**src/rtl/reversi_control_if.sv**
```systemverilog
// -----------------------------------------------------------------------------
// reversi_control_if
// Purpose : enable/go handshake bundle between the reversi game-flow
//           controller (master) and the drawing/board datapath (slave).
// Signals :
//   go, validMove, hasTurn          datapath -> controller (done + results)
//   writeEn                         controller -> VGA plot enable
//   *En, determineOpponent/Current  controller -> datapath operation enables
// -----------------------------------------------------------------------------
interface reversi_control_if;
  logic go;
  logic validMove;
  logic hasTurn;
  logic writeEn;
  logic drawBoardEn;
  logic drawInitialPiecesEn;
  logic moveRightEn;
  logic moveLeftEn;
  logic moveUpEn;
  logic moveDownEn;
  logic moveHighlightEn;
  logic checkIfValidMoveEn;
  logic placeEn;
  logic flipEn;
  logic scoreManagerEn;
  logic determineHasTurnEn;
  logic determineOpponent;
  logic determineCurrent;
  logic TurnManagerEn;
  logic removeHighlightEn;

  modport master (
    input  go, validMove, hasTurn,
    output writeEn, drawBoardEn, drawInitialPiecesEn,
           moveRightEn, moveLeftEn, moveUpEn, moveDownEn, moveHighlightEn,
           checkIfValidMoveEn, placeEn, flipEn, scoreManagerEn,
           determineHasTurnEn, determineOpponent, determineCurrent,
           TurnManagerEn, removeHighlightEn
  );

  modport slave (
    output go, validMove, hasTurn,
    input  writeEn, drawBoardEn, drawInitialPiecesEn,
           moveRightEn, moveLeftEn, moveUpEn, moveDownEn, moveHighlightEn,
           checkIfValidMoveEn, placeEn, flipEn, scoreManagerEn,
           determineHasTurnEn, determineOpponent, determineCurrent,
           TurnManagerEn, removeHighlightEn
  );
endinterface

```
**src/rtl/reversi_control.sv**
```systemverilog
// -----------------------------------------------------------------------------
// reversi_control
// Purpose : game-flow controller for the reversi VGA design. Decodes key
//           presses and sequences datapath operations one at a time over the
//           enable/go handshake; branches on validMove / hasTurn.
// Ports   :
//   clk, resetn        clock, asynchronous active-low reset
//   key_*              active-high key levels (already synchronous to clk)
//   dp                 handshake bundle (master side): go/validMove/hasTurn in,
//                      writeEn + operation enables out
//   game_over          high while in GAME_OVER
//   error              watchdog trip flag
// Parameter:
//   GO_TIMEOUT         handshake cycles allowed before the watchdog trips
// Build option:
//   CTRL_WATCHDOG_EN   defined   -> go watchdog present, ERROR reachable
//                      undefined -> no watchdog, error tied low
// -----------------------------------------------------------------------------
module reversi_control #(
  parameter int unsigned GO_TIMEOUT = 1000000
) (
  input  logic               clk,
  input  logic               resetn,
  input  logic               key_enter,
  input  logic               key_right,
  input  logic               key_left,
  input  logic               key_up,
  input  logic               key_down,
  reversi_control_if.master  dp,
  output logic               game_over,
  output logic               error
);

  typedef enum logic [3:0] {
    S_DRAW_BOARD, S_INIT_PIECES, S_HIGHLIGHT, S_WAIT_KEY,
    S_MOVE,       S_CHECK,       S_PLACE,     S_FLIP,
    S_SCORE,      S_TURN,        S_DET_CUR,   S_DET_OPP,
    S_TURN2,      S_REMOVE_HL,   S_GAME_OVER, S_ERROR
  } state_t;

  // Bit positions inside the registered output vector
  localparam int O_DRAW = 0,  O_INIT = 1,  O_MR = 2,    O_ML = 3;
  localparam int O_MU = 4,    O_MD = 5,    O_HL = 6,    O_CHK = 7;
  localparam int O_PLACE = 8, O_FLIP = 9,  O_SCORE = 10, O_DHT = 11;
  localparam int O_DOPP = 12, O_DCUR = 13, O_TURN = 14, O_RHL = 15;
  localparam int O_WE = 16,   O_GOVER = 17, O_ERR = 18;

  state_t      r_state, w_state_next;
  logic        r_gap, w_gap_next;
  logic [1:0]  r_dir, w_dir_next;     // 0 right, 1 left, 2 up, 3 down
  logic [4:0]  r_key_prev;
  logic [4:0]  w_keys, w_press;       // bit 0 enter ... bit 4 down
  logic [18:0] r_out;
  logic        w_is_hs, w_hs_done;

  assign w_keys  = {key_down, key_up, key_left, key_right, key_enter};
  assign w_press = w_keys & ~r_key_prev;

  assign w_is_hs = r_state inside {S_DRAW_BOARD, S_INIT_PIECES, S_HIGHLIGHT,
                                   S_CHECK, S_PLACE, S_FLIP, S_SCORE, S_TURN,
                                   S_DET_CUR, S_DET_OPP, S_TURN2, S_REMOVE_HL};
  // go only counts once the enable has actually been presented (gap low)
  assign w_hs_done = w_is_hs && !r_gap && dp.go;

`ifdef CTRL_WATCHDOG_EN
  logic [19:0] r_wd_cnt;
  logic [19:0] w_wd_inc;
  assign w_wd_inc = r_wd_cnt + 20'd1;
`endif

  // Moore decode of {state, gap}; applied to the next-state values so the
  // registered outputs line up with the state they describe.
  function automatic logic [18:0] f_decode(state_t s, logic gap, logic [1:0] dir);
    logic [18:0] v;
    v = '0;
    if (!gap) begin
      case (s)
        S_DRAW_BOARD:  begin v[O_DRAW] = 1'b1;  v[O_WE] = 1'b1; end
        S_INIT_PIECES: begin v[O_INIT] = 1'b1;  v[O_WE] = 1'b1; end
        S_HIGHLIGHT:   begin v[O_HL] = 1'b1;    v[O_WE] = 1'b1; end
        S_MOVE: begin
          case (dir)
            2'd0:    v[O_MR] = 1'b1;
            2'd1:    v[O_ML] = 1'b1;
            2'd2:    v[O_MU] = 1'b1;
            default: v[O_MD] = 1'b1;
          endcase
        end
        S_CHECK:       v[O_CHK] = 1'b1;
        S_PLACE:       begin v[O_PLACE] = 1'b1; v[O_WE] = 1'b1; end
        S_FLIP:        begin v[O_FLIP] = 1'b1;  v[O_WE] = 1'b1; end
        S_SCORE:       v[O_SCORE] = 1'b1;
        S_TURN,
        S_TURN2:       v[O_TURN] = 1'b1;
        S_DET_CUR:     begin v[O_DHT] = 1'b1; v[O_DCUR] = 1'b1; end
        S_DET_OPP:     begin v[O_DHT] = 1'b1; v[O_DOPP] = 1'b1; end
        S_REMOVE_HL:   begin v[O_RHL] = 1'b1; v[O_WE] = 1'b1; end
        default:       ;
      endcase
    end
    // status flags follow the state regardless of the gap cycle
    if (s == S_GAME_OVER) v[O_GOVER] = 1'b1;
    if (s == S_ERROR)     v[O_ERR]   = 1'b1;
    return v;
  endfunction

  always_comb begin
    w_state_next = r_state;
    w_gap_next   = 1'b0;
    w_dir_next   = r_dir;
    case (r_state)
      S_DRAW_BOARD:  if (w_hs_done) begin w_state_next = S_INIT_PIECES; w_gap_next = 1'b1; end
      S_INIT_PIECES: if (w_hs_done) begin w_state_next = S_HIGHLIGHT;   w_gap_next = 1'b1; end
      S_HIGHLIGHT:   if (w_hs_done) begin w_state_next = S_WAIT_KEY;    w_gap_next = 1'b1; end
      S_WAIT_KEY: begin
        if (w_press[0])      w_state_next = S_CHECK;
        else if (w_press[1]) begin w_state_next = S_MOVE; w_dir_next = 2'd0; end
        else if (w_press[2]) begin w_state_next = S_MOVE; w_dir_next = 2'd1; end
        else if (w_press[3]) begin w_state_next = S_MOVE; w_dir_next = 2'd2; end
        else if (w_press[4]) begin w_state_next = S_MOVE; w_dir_next = 2'd3; end
      end
      // single-cycle cursor step; the gap gives the datapath a settle cycle
      S_MOVE:        begin w_state_next = S_HIGHLIGHT; w_gap_next = 1'b1; end
      S_CHECK: if (w_hs_done) begin
        w_state_next = dp.validMove ? S_PLACE : S_WAIT_KEY;
        w_gap_next   = 1'b1;
      end
      S_PLACE:       if (w_hs_done) begin w_state_next = S_FLIP;    w_gap_next = 1'b1; end
      S_FLIP:        if (w_hs_done) begin w_state_next = S_SCORE;   w_gap_next = 1'b1; end
      S_SCORE:       if (w_hs_done) begin w_state_next = S_TURN;    w_gap_next = 1'b1; end
      S_TURN:        if (w_hs_done) begin w_state_next = S_DET_CUR; w_gap_next = 1'b1; end
      S_DET_CUR: if (w_hs_done) begin
        w_state_next = dp.hasTurn ? S_HIGHLIGHT : S_DET_OPP;
        w_gap_next   = 1'b1;
      end
      S_DET_OPP: if (w_hs_done) begin
        w_state_next = dp.hasTurn ? S_TURN2 : S_REMOVE_HL;
        w_gap_next   = 1'b1;
      end
      // hands the turn back to the player who just moved
      S_TURN2:       if (w_hs_done) begin w_state_next = S_HIGHLIGHT;  w_gap_next = 1'b1; end
      S_REMOVE_HL:   if (w_hs_done) begin w_state_next = S_GAME_OVER;  w_gap_next = 1'b1; end
      S_GAME_OVER:   if (w_press[0]) begin w_state_next = S_DRAW_BOARD; w_gap_next = 1'b1; end
      default:       w_state_next = r_state;   // S_ERROR: held until reset
    endcase
`ifdef CTRL_WATCHDOG_EN
    if (w_is_hs && !r_gap && !w_hs_done && (w_wd_inc == 20'(GO_TIMEOUT))) begin
      w_state_next = S_ERROR;
      w_gap_next   = 1'b0;
    end
`endif
  end

  always_ff @(posedge clk or negedge resetn) begin
    if (!resetn) begin
      r_state    <= S_DRAW_BOARD;
      r_gap      <= 1'b1;
      r_dir      <= 2'd0;
      r_key_prev <= '0;
      r_out      <= '0;
`ifdef CTRL_WATCHDOG_EN
      r_wd_cnt   <= '0;
`endif
    end else begin
      r_state    <= w_state_next;
      r_gap      <= w_gap_next;
      r_dir      <= w_dir_next;
      r_key_prev <= w_keys;
      r_out      <= f_decode(w_state_next, w_gap_next, w_dir_next);
`ifdef CTRL_WATCHDOG_EN
      if (w_state_next != r_state)
        r_wd_cnt <= '0;
      else if (w_is_hs && !r_gap)
        r_wd_cnt <= w_wd_inc;
`endif
    end
  end

  assign dp.drawBoardEn         = r_out[O_DRAW];
  assign dp.drawInitialPiecesEn = r_out[O_INIT];
  assign dp.moveRightEn         = r_out[O_MR];
  assign dp.moveLeftEn          = r_out[O_ML];
  assign dp.moveUpEn            = r_out[O_MU];
  assign dp.moveDownEn          = r_out[O_MD];
  assign dp.moveHighlightEn     = r_out[O_HL];
  assign dp.checkIfValidMoveEn  = r_out[O_CHK];
  assign dp.placeEn             = r_out[O_PLACE];
  assign dp.flipEn              = r_out[O_FLIP];
  assign dp.scoreManagerEn      = r_out[O_SCORE];
  assign dp.determineHasTurnEn  = r_out[O_DHT];
  assign dp.determineOpponent   = r_out[O_DOPP];
  assign dp.determineCurrent    = r_out[O_DCUR];
  assign dp.TurnManagerEn       = r_out[O_TURN];
  assign dp.removeHighlightEn   = r_out[O_RHL];
  assign dp.writeEn             = r_out[O_WE];
  assign game_over              = r_out[O_GOVER];

`ifdef CTRL_WATCHDOG_EN
  assign error = r_out[O_ERR];
`else
  assign error = 1'b0;
  // ERROR is unreachable here, so its flag bit and the timeout are unused
  logic w_unused_ok;
  assign w_unused_ok = r_out[O_ERR] ^ (GO_TIMEOUT == 0);
`endif

endmodule

```
**src/flat_wrapper.sv**
```systemverilog
// flat-port wrapper written by rule: the top's interface ports become plain ports
module reversi_control_flat 
#(
  parameter int unsigned GO_TIMEOUT = 1000000
)
  (clk, resetn, key_enter, key_right, key_left, key_up, key_down, game_over, error, dp_go, dp_validMove, dp_hasTurn, dp_writeEn, dp_drawBoardEn, dp_drawInitialPiecesEn, dp_moveRightEn, dp_moveLeftEn, dp_moveUpEn, dp_moveDownEn, dp_moveHighlightEn, dp_checkIfValidMoveEn, dp_placeEn, dp_flipEn, dp_scoreManagerEn, dp_determineHasTurnEn, dp_determineOpponent, dp_determineCurrent, dp_TurnManagerEn, dp_removeHighlightEn);
  reversi_control_if dp_i ();
  input  logic clk;
  input  logic resetn;
  input  logic key_enter;
  input  logic key_right;
  input  logic key_left;
  input  logic key_up;
  input  logic key_down;
  output logic game_over;
  output logic error;
  input wire logic [$bits(dp_i.go)-1:0] dp_go;
  input wire logic [$bits(dp_i.validMove)-1:0] dp_validMove;
  input wire logic [$bits(dp_i.hasTurn)-1:0] dp_hasTurn;
  output wire logic [$bits(dp_i.writeEn)-1:0] dp_writeEn;
  output wire logic [$bits(dp_i.drawBoardEn)-1:0] dp_drawBoardEn;
  output wire logic [$bits(dp_i.drawInitialPiecesEn)-1:0] dp_drawInitialPiecesEn;
  output wire logic [$bits(dp_i.moveRightEn)-1:0] dp_moveRightEn;
  output wire logic [$bits(dp_i.moveLeftEn)-1:0] dp_moveLeftEn;
  output wire logic [$bits(dp_i.moveUpEn)-1:0] dp_moveUpEn;
  output wire logic [$bits(dp_i.moveDownEn)-1:0] dp_moveDownEn;
  output wire logic [$bits(dp_i.moveHighlightEn)-1:0] dp_moveHighlightEn;
  output wire logic [$bits(dp_i.checkIfValidMoveEn)-1:0] dp_checkIfValidMoveEn;
  output wire logic [$bits(dp_i.placeEn)-1:0] dp_placeEn;
  output wire logic [$bits(dp_i.flipEn)-1:0] dp_flipEn;
  output wire logic [$bits(dp_i.scoreManagerEn)-1:0] dp_scoreManagerEn;
  output wire logic [$bits(dp_i.determineHasTurnEn)-1:0] dp_determineHasTurnEn;
  output wire logic [$bits(dp_i.determineOpponent)-1:0] dp_determineOpponent;
  output wire logic [$bits(dp_i.determineCurrent)-1:0] dp_determineCurrent;
  output wire logic [$bits(dp_i.TurnManagerEn)-1:0] dp_TurnManagerEn;
  output wire logic [$bits(dp_i.removeHighlightEn)-1:0] dp_removeHighlightEn;
  assign dp_i.go = dp_go;
  assign dp_i.validMove = dp_validMove;
  assign dp_i.hasTurn = dp_hasTurn;
  assign dp_writeEn = dp_i.writeEn;
  assign dp_drawBoardEn = dp_i.drawBoardEn;
  assign dp_drawInitialPiecesEn = dp_i.drawInitialPiecesEn;
  assign dp_moveRightEn = dp_i.moveRightEn;
  assign dp_moveLeftEn = dp_i.moveLeftEn;
  assign dp_moveUpEn = dp_i.moveUpEn;
  assign dp_moveDownEn = dp_i.moveDownEn;
  assign dp_moveHighlightEn = dp_i.moveHighlightEn;
  assign dp_checkIfValidMoveEn = dp_i.checkIfValidMoveEn;
  assign dp_placeEn = dp_i.placeEn;
  assign dp_flipEn = dp_i.flipEn;
  assign dp_scoreManagerEn = dp_i.scoreManagerEn;
  assign dp_determineHasTurnEn = dp_i.determineHasTurnEn;
  assign dp_determineOpponent = dp_i.determineOpponent;
  assign dp_determineCurrent = dp_i.determineCurrent;
  assign dp_TurnManagerEn = dp_i.TurnManagerEn;
  assign dp_removeHighlightEn = dp_i.removeHighlightEn;
  reversi_control #(.GO_TIMEOUT(GO_TIMEOUT)) u_core (.clk(clk), .resetn(resetn), .key_enter(key_enter), .key_right(key_right), .key_left(key_left), .key_up(key_up), .key_down(key_down), .dp(dp_i), .game_over(game_over), .error(error));
endmodule
```
**config.mk**
```make
export PLATFORM = sky130hd
export DESIGN_NAME = reversi_control_flat
export DESIGN_NICKNAME = d
export VERILOG_FILES = /design/src/rtl/reversi_control_if.sv /design/src/rtl/reversi_control.sv /design/src/flat_wrapper.sv
export SDC_FILE = /design/constraint.sdc
export NUM_CORES = 1
export LEC_CHECK = 0
export BUFFER_PORTS_ARGS = -buffer_cell sky130_fd_sc_hd__clkbuf_2
export CORE_AREA = 2 2 73 75
export DETAILED_ROUTE_END_ITERATION = 8
export DIE_AREA = 0 0 75 77
export PLACE_DENSITY = 0.55
export SETUP_SLACK_MARGIN = 0.1
export SKIP_CTS_REPAIR_TIMING = 1
export SYNTH_ARGS = -nofsm -noshare
export SYNTH_HDL_FRONTEND = slang
export SYNTH_SLANG_ARGS = --single-unit
```
**constraint.sdc**
```tcl
create_clock -name clk -period 2.45 [get_ports clk]
set_input_delay 0.245 -clock clk [delete_from_list [all_inputs] [get_ports clk]]
set_output_delay 0.245 -clock clk [all_outputs]
set_load 0.05 [all_outputs]
```
==> results of run 1 <==
## power groups by stage
| stage | clock network (uW) | logic [uW] | registers [uW] |
|---|---|---|---|
| 3_3_place_gp | 0 | 1090 | 717 |
| 5_1_grt | 551 | 1180 | 727 |
| 2_1_floorplan | 0 | 771 | 830 |
| 3_5_place_dp | 0 | 1090 | 714 |
| 6_report | 513 | 1080 | 709 |
| 4_1_cts | 532 | 1090 | 709 |
## cell usage in the layout, fill, tap and decap left out, drive strengths merged, types with 2 or more instances in the layout
cell	n
clkbuf	33
dfrtp	28
nand2b	12
nor2	11
nand2	8
a21oi	7
inv	7
nor3	7
o21ai	5
o22ai	4
nand3	4
a31oi	3
nand3b	2
a211o	2
and2	2
and3	2
buf	2
and2b	2
a32oi	2
## per-stage QoR
step	power, uW	util (%)	instance area (sq um)
6_report	2310	35.0	1740
5_1_grt	2460	35.0	1740
4_1_cts	2330	35.0	1740
3_5_place_dp	1800	32.6	1620
3_3_place_gp	1810	32.6	1620
2_1_floorplan	1600	-	1440
## area by class of cell
| class | count | area [sq um] | share of cell area (%) |
|---|---|---|---|
| clock inverter | 2 | 37.5 | 2.15 |
| timing repair buffer | 29 | 150 | 8.61 |
| inverter | 7 | 26.3 | 1.51 |
| sequential | 29 | 727 | 41.7 |
| clock buffer | 6 | 82.6 | 4.73 |
| tap | 70 | 87.6 | 5.02 |
| multi-input combinational | 91 | 633 | 36.3 |
## kinds of logic (layout without fill, tap and decap cells)
logic type,count (synthesis),count (layout)
xor gates and xnor gates,1,1
DFF,29,29
other,1,1
and+or+nand+nor,57,57
AOI/OAI and AO/OA,32,32
buffers and inverters,14,44
## state kept, by name, indices dropped and copies added, names as in the netlist
register and count:
u_core.r_out 18, u_core.r_gap 1, u_core.r_state 4, u_core.r_key_prev 5, u_core.r_dir 1
## metal layers
layer | up-vias | global-route usage [%]
met4 | 0 | 3.21
met1 | 517 | 15.9
met2 | 38 | 16.1
met3 | 5 | 5.65
met5 | - | 0
li1 | 535 | -
## path summary, 6_finish.rpt
kind	slack [ns]	end
min reg2reg	0.52	u_core.r_dir[0]
max in group asynchronous	1.99	u_core.r_out[9]
max	0.40	u_core.r_out[14]
max reg2reg	0.40	u_core.r_out[14]
min in group clk	0.09	u_core.r_key_prev[2]
min	0.003	u_core.r_state[2]
==> qor_table.md, run 1 <==
| Group | Parameter | Value |
|:---|:---|:---|
| status | Run status | complete, no violations |
| clocking | Total CTS buffers | 5 |
| power | Static leakage power | 0.000815 uW |
| sta | Setup repair after global routing missed its margin | no |
| clocking | Insertion delay of the later-clocked pin in the worst-skew pair | 0.28 ns |
| synthesis | Area share of the largest cell type after synthesis | 48.8% |
| synthesis | Top cells by area in the synthesized netlist | sky130_fd_sc_hd__dfrtp_1 49%, sky130_fd_sc_hd__nand2b_1 4.4%, sky130_fd_sc_hd__nor2_1 2.6% |
| global routing | Pin count of the biggest net entering global routing | 30 |
| sta | Final hold violation count | 0 |
| clocking | Root Driver | sky130_fd_sc_hd__clkbuf_8 |
| routing | Post-Route M1 WL | 1400 um |
| job | Number of max-cap violations | 0 |
| sta | Maximum operating frequency | 487 MHz |
| routing | Total met2 wirelength after detailed routing | 1330 um |
| synthesis | Synthesized flop and latch total | 29 |
| placement | Setup slack at placement | 0.383 ns |
| worst setup path | Category of cells accounting for the largest share of critical-path delay | flip-flops |
| worst setup path | Critical Path Source Type | flip-flop |
| routing | Router iterations before antenna repair | 4 |
| sta | Post-Route Setup TNS | 0 ns |
| floorplanning | Die span in y | 77 um |
| routing | Aggregate routed wire length | 2950 um |
| power | Total power per unit cell area | 1320 nW/um^2 |
| global routing | Initial antenna violation count | 0 |
| worst setup path | Critical Path Sink Type | flip-flop |
| floorplanning | # rows | 26 |
| sta | Share of the cycle needed by the critical path after routing | 83.8% |
| routing | WL met3 | 178 um |
| placement | HPWL Detailed | 2160 um |
| power | Switching share of power | 43.5% |
| floorplanning | Top-level I/O count | 29 |
| finish | NumNets Final | 173 |
| synthesis | Post-synth design cell area | 1440 sq um |
| synthesis | Sequential fraction of the synthesis area | 50.7% |
| synthesis | Number of instances in the synthesized netlist | 134 |
| sta | Maximum clock skew at final layout | 0.0102 ns |
| global routing | First-pass GRT wire length | 5010 um |
| power | Worst vdd ir | 0.515 mV |
| worst setup path | Worst path depth | 6 |
| worst setup path | Critical path required time | 2.65 ns |
| synthesis | Post-synth EDFFs | 0 |
| synthesis | Adder and majority cell fraction of the synthesized area | 0% |
| worst setup path | Critical path launch point | u_core.r_state[2] |
| clocking | Clock tree from TritonCTS | done |
| routing | Post-route DRC | 0 |
| synthesis | Most frequent cells after synthesis | 28 x sky130_fd_sc_hd__dfrtp_1, 10 x sky130_fd_sc_hd__nand2b_1, 10 x sky130_fd_sc_hd__nor2_1 |
| synthesis | Top FF cell, synth | sky130_fd_sc_hd__dfrtp_1 |
| clocking | # clock sinks | 29 |
| synthesis | Compound-gate portion of the synthesized area | 18.5% |
| clocking | Longest Clk Path Bufs | 2 |
| synthesis | Area share of and/or/nand/nor cells after synthesis | 24.8% |
| worst setup path | Critical path class | flip-flop to flip-flop |
| sta | Tightest slew margin relative to the limit | 53.0% |
| power | Fraction of power consumed by sequential logic | 30.8% |
| routing | Antenna-violating nets left | 0 |
| floorplanning | Die outline width | 75 um |
| worst setup path | Buffering stage count on the worst path with inverters included | 1 |
| worst setup path | CP max stage delay | 0.69 ns |
| finish | Fillcell total | 509 |
| clocking | Depth of the CTS H-tree | 2 |
| routing | Routed via count divided by cell count | 4.68 |
| routing | Number of vias after detailed routing | 1095 |
| synthesis | Average cell area after synthesis | 10.7 sq um |
| synthesis | Number of warnings reported in the yosys synthesis log | 0 |
| sta | Least setup slack across all paths after layout | 0.398 ns |
| sta | Worst hold slack | 0.00278 ns |
| worst setup path | WP data arrival | 2.25 ns |
| finish | Fraction of layout cells with a size suffix above 1 | 31.7% |
| power | Net switching power of the design | 1000 uW |
| finish | Number of antenna cells inserted | 0 |
| worst setup path | Worst Path Max Fanout | 14 |
| placement | Number of instances in the placed design | 226 |
| power | Fraction of power consumed by the clock network | 22.3% |
| routing | Routed len/inst | 12.6 um |
| routing | Max Used Layer | met4 |
| synthesis | Synthesized net count | 144 |
| finish | Cell Count, Final, Fillers Out | 234 |
| placement | Number of buffer cells added on primary ports | 27 |
| clocking | Clock Pin Slew Worst Setup and Hold Paths | 0.07 ns |
| worst setup path | Slowest-stage cell, CP | sky130_fd_sc_hd__dfrtp_1 |
| hold path | Class of the tightest hold or removal check | primary input to asynchronous set/reset pin |
| global routing | GRT Resource Usage Total | 11.6% |
| worst setup path | Worst path cell trace | inv_2 > o211ai_2 > nand3_2 > o32ai_4 > nor2_1 > nor4b_2 |
| sta | Count of endpoints failing setup in the final report | 0 |
| synthesis | Mux share of post-synthesis cell area | 0% |
| synthesis | Count of unique library cells instantiated by Yosys | 47 |
| floorplanning | Die outline area | 5780 sq um |
| placement | Routability congestion estimate from global placement | 0.801 |
| routing | DR iter-0 viols | 73 |
| global routing | Total gr overflow | 0 |
| synthesis | Post-synth top area cell | sky130_fd_sc_hd__dfrtp_1 |
| synthesis | Dominant cell by count in the synthesized netlist | sky130_fd_sc_hd__dfrtp_1 |
| synthesis | Synth Area in XOR/XNOR | 0.610% |
| floorplanning | Starting density of the core | 28.8% |
| power | Internal power summed over all cells | 1300 uW |
| power | Logic pwr share | 47.0% |
| finish | Area Overhead vs Synth | 21.5% |
| global routing | Number of global-route vias before repair | 1046 |
| sta | Pins over their slew limit | 0 |
| synthesis | FFs w/ async S/R, synth | 100% |
| synthesis | Combinational family with the most area after synthesis | simple AND/OR/NAND/NOR gates |
| sta | Final worst path period need | 2.05 ns |
| worst setup path | Worst R2R Path Depth | 6 |
| sta | Slew at the pin closest to its max-slew limit | 0.705 ns |
| floorplanning | Core area | 4980 sq um |
| worst setup path | Startpoint of the worst register-to-register path | u_core.r_state[2] |
No activity file was read; power rests on OpenSTA's default activity.
==> run 2, diff against run 1 <==
--- a/config.mk
+++ b/config.mk
@@ -9,7 +9,7 @@
 export CORE_AREA = 2 2 73 75
 export DETAILED_ROUTE_END_ITERATION = 8
 export DIE_AREA = 0 0 75 77
-export PLACE_DENSITY = 0.55
+export PLACE_DENSITY = 0.57
 export SETUP_SLACK_MARGIN = 0.1
 export SKIP_CTS_REPAIR_TIMING = 1
 export SYNTH_ARGS = -nofsm -noshare
==> constraint.sdc (replaced) <==
create_clock -name clk -period 1.7 [get_ports clk]
set_input_delay 0.17 -clock clk [delete_from_list [all_inputs] [get_ports clk]]
set_output_delay 0.17 -clock clk [all_outputs]
set_load 0.05 [all_outputs]
==> run 2 against run 1 <==
  * Die area is the same
  * Highest routed layer unchanged
  * Critical path depth grew 1
  * Critical endpoint is now u_core.r_out[16]
  * Sequential share of layout area shrank 7.8 points
  * The flow now finishes with violations (hold timing, setup timing)
  * Global-route usage grew 1.4 points
  * Register-to-register slack lost 0.49 ns
  * Combinational power grew 140%
  * Non-clock buffer count grew 41
  * Via count grew 16%
  * Clock power grew 20%
  * Sequential power grew 37%
  * Cell count grew 18%
  * Hold slack lost 0.074 ns
==> qor_table.md, run 2 (synthesized netlist as in run 1, its figures left out) <==
| Group | Parameter | Value |
|:---|:---|:---|
| routing | DR iter-0 viols | 39 |
| global routing | Pin count of the biggest net entering global routing | 30 |
| worst setup path | Critical path class | flip-flop to flip-flop |
| power | Power, Total | 4130 uW |
| clocking | Insertion delay of the later-clocked pin in the worst-skew pair | 0.28 ns |
| placement | Number of buffer cells added on primary ports | 27 |
| sta | Slew at the pin closest to its max-slew limit | 0.711 ns |
| global routing | GRT Resource Usage Total | 13.0% |
| sta | Maximum clock skew at final layout | 0.0101 ns |
| finish | Sequential cell area | 731 sq um |
| sta | Pins over their slew limit | 0 |
| clocking | Depth of the CTS H-tree | 2 |
| finish | Top register by number of flip-flops | u_core.r_out |
| placement | Routability congestion estimate from global placement | 0.853 |
| sta | Final worst path period need | 1.79 ns |
| power | Worst vdd ir | 1.03 mV |
| placement | HPWL Detailed | 2470 um |
| sta | Final hold violation count | 28 |
| worst setup path | Critical path required time | 1.85 ns |
| sta | Least setup slack across all paths after layout | -0.0873 ns |
| sta | Worst hold slack | -0.0715 ns |
| hold path | Class of the tightest hold or removal check | primary input to asynchronous set/reset pin |
| routing | Antenna-violating nets left | 0 |
| finish | Number of flip-flops under the largest register name | 18 |
| clocking | Clock tree from TritonCTS | done |
| clocking | # clock sinks | 29 |
| finish | Fillcell total | 487 |
| floorplanning | Die span in y | 77 um |
| floorplanning | Core area | 4980 sq um |
| worst setup path | WP data arrival | 1.94 ns |
| sta | Maximum operating frequency | 560 MHz |
| sta | Share of the cycle needed by the critical path after routing | 105% |
| power | Static leakage power | 0.00105 uW |
| routing | Aggregate routed wire length | 3600 um |
| global routing | Total gr overflow | 0 |
| clocking | Total CTS buffers | 5 |
| finish | Fraction of layout cells with a size suffix above 1 | 55.6% |
| sta | Setup repair after global routing missed its margin | yes |
| status | Violations in the final reports | hold timing, setup timing |
| status | Run status | complete, but fails checks |
| power | Total power per unit cell area | 1910 nW/um^2 |
| floorplanning | Die outline width | 75 um |
| floorplanning | Top-level I/O count | 29 |
| worst setup path | Critical Path Source Type | flip-flop |
| routing | Routed via count divided by cell count | 4.62 |
| finish | Number of antenna cells inserted | 0 |
| worst setup path | Worst Path Max Fanout | 7 |
| finish | Commonest non-fill, non-tap cells in the layout | 40 x sky130_fd_sc_hd__buf_4, 27 x sky130_fd_sc_hd__clkbuf_2, 25 x sky130_fd_sc_hd__dfrtp_1 |
| sta | Tightest slew margin relative to the limit | 52.6% |
| floorplanning | Starting density of the core | 28.8% |
| placement | Setup slack at placement | -0.101 ns |
| finish | Largest registers | u_core.r_out: 18 flops, u_core.r_key_prev: 5 flops, u_core.r_state: 4 flops |
| finish | NumNets Final | 214 |
| routing | Number of vias after detailed routing | 1270 |
| finish | Total area of multi-input combinational cells | 736 sq um |
| global routing | Initial antenna violation count | 0 |
| routing | Post-route DRC | 0 |
| worst setup path | Critical Path Sink Type | flip-flop |
| job | Number of max-cap violations | 0 |
| finish | Final core area utilization | 43.4% |
| sta | Count of endpoints failing setup in the final report | 5 |
| floorplanning | Die outline area | 5780 sq um |
| finish | Area Overhead vs Synth | 50.5% |
| clocking | Clock Pin Slew Worst Setup and Hold Paths | 0.07 ns |
| global routing | Number of global-route vias before repair | 1209 |
| finish | Leading cell type in the layout, fill and taps excluded | sky130_fd_sc_hd__buf_4 |
| global routing | First-pass GRT wire length | 5660 um |
| clocking | Root Driver | sky130_fd_sc_hd__clkbuf_8 |
| floorplanning | # rows | 26 |
| routing | Routed len/inst | 13.1 um |
| clocking | Longest Clk Path Bufs | 2 |
| routing | Router iterations before antenna repair | 4 |
[run 2: cell types whose count changed in the layout (fill, tap and decap cells not counted), moves of 3 or more]
cell                       delta
sky130_fd_sc_hd__a21oi_1      -3
sky130_fd_sc_hd__buf_4       +38
sky130_fd_sc_hd__dfrtp_1      -3
sky130_fd_sc_hd__dfrtp_2      +3
sky130_fd_sc_hd__nand2b_1     -7
sky130_fd_sc_hd__nand2b_4     +6
sky130_fd_sc_hd__o21ai_0      -3
[run 2: stage by stage]
stage / setup TNS [ns] / area, sq um / std cells / hold WS [ns]
detailed placement: -0.227 / 1880 / 258 / 0.261
floorplan: 0 / 1450 / 134 / -0.126
global route: -0.985 / 2160 / 275 / 0.00877
global placement: -0.441 / 1880 / 258 / 0.259
CTS: -0.446 / 1990 / 266 / -0.0387
finish: -0.302 / 2160 / 275 / -0.0715
[run 2: power by group]
group | internal, uW | switching (uW) | total, uW
registers | 863 | 109 | 971
clock network | 365 | 251 | 616
logic | 1180 | 1360 | 2540
[run 2: cell type report]
class | count | share of cell area, %
inverter | 7 | 1.22
clock inverter | 1 | 0.232
clock buffer | 7 | 4.46
multi-input combinational | 91 | 34.1
tap | 70 | 4.06
timing repair buffer | 70 | 22.1
sequential | 29 | 33.8
[run 2: final timing paths]
path	startpoint	endpoint	slack, ns	depth (start not counted)
max	u_core.r_state[1]	u_core.r_out[16]	-0.09	7
min	resetn	u_core.r_out[10]	-0.07	1
max reg2reg	u_core.r_state[1]	u_core.r_out[16]	-0.09	7
min reg2reg	u_core.r_dir[0]	u_core.r_dir[0]	0.56	1
max in group asynchronous	resetn	u_core.r_state[1]	1.27	1
min in group clk	key_left	u_core.r_key_prev[2]	0.05	1
[run 2: worst max-delay path, cell delays in order, from the launching register on]
cell and delay [ns]:
sky130_fd_sc_hd__dfrtp_2 0.46, sky130_fd_sc_hd__buf_6 0.14, sky130_fd_sc_hd__buf_4 0.14, sky130_fd_sc_hd__a21boi_1 0.15, sky130_fd_sc_hd__o22ai_1 0.12, sky130_fd_sc_hd__a211o_2 0.39, sky130_fd_sc_hd__o21ai_0 0.17, sky130_fd_sc_hd__a32oi_1 0.08
[run 2: metal layers]
metal / share of wire (%) / global-route usage, % / vias to the layer above / routed length, um
met5: 0 / 0 / - / 0
met2: 48 / 18.9 / 43 / 1730
met4: 2.3 / 5.36 / 0 / 83
li1: - / - / 615 / -
met1: 45 / 17.7 / 602 / 1610
met3: 5.1 / 3.94 / 10 / 183
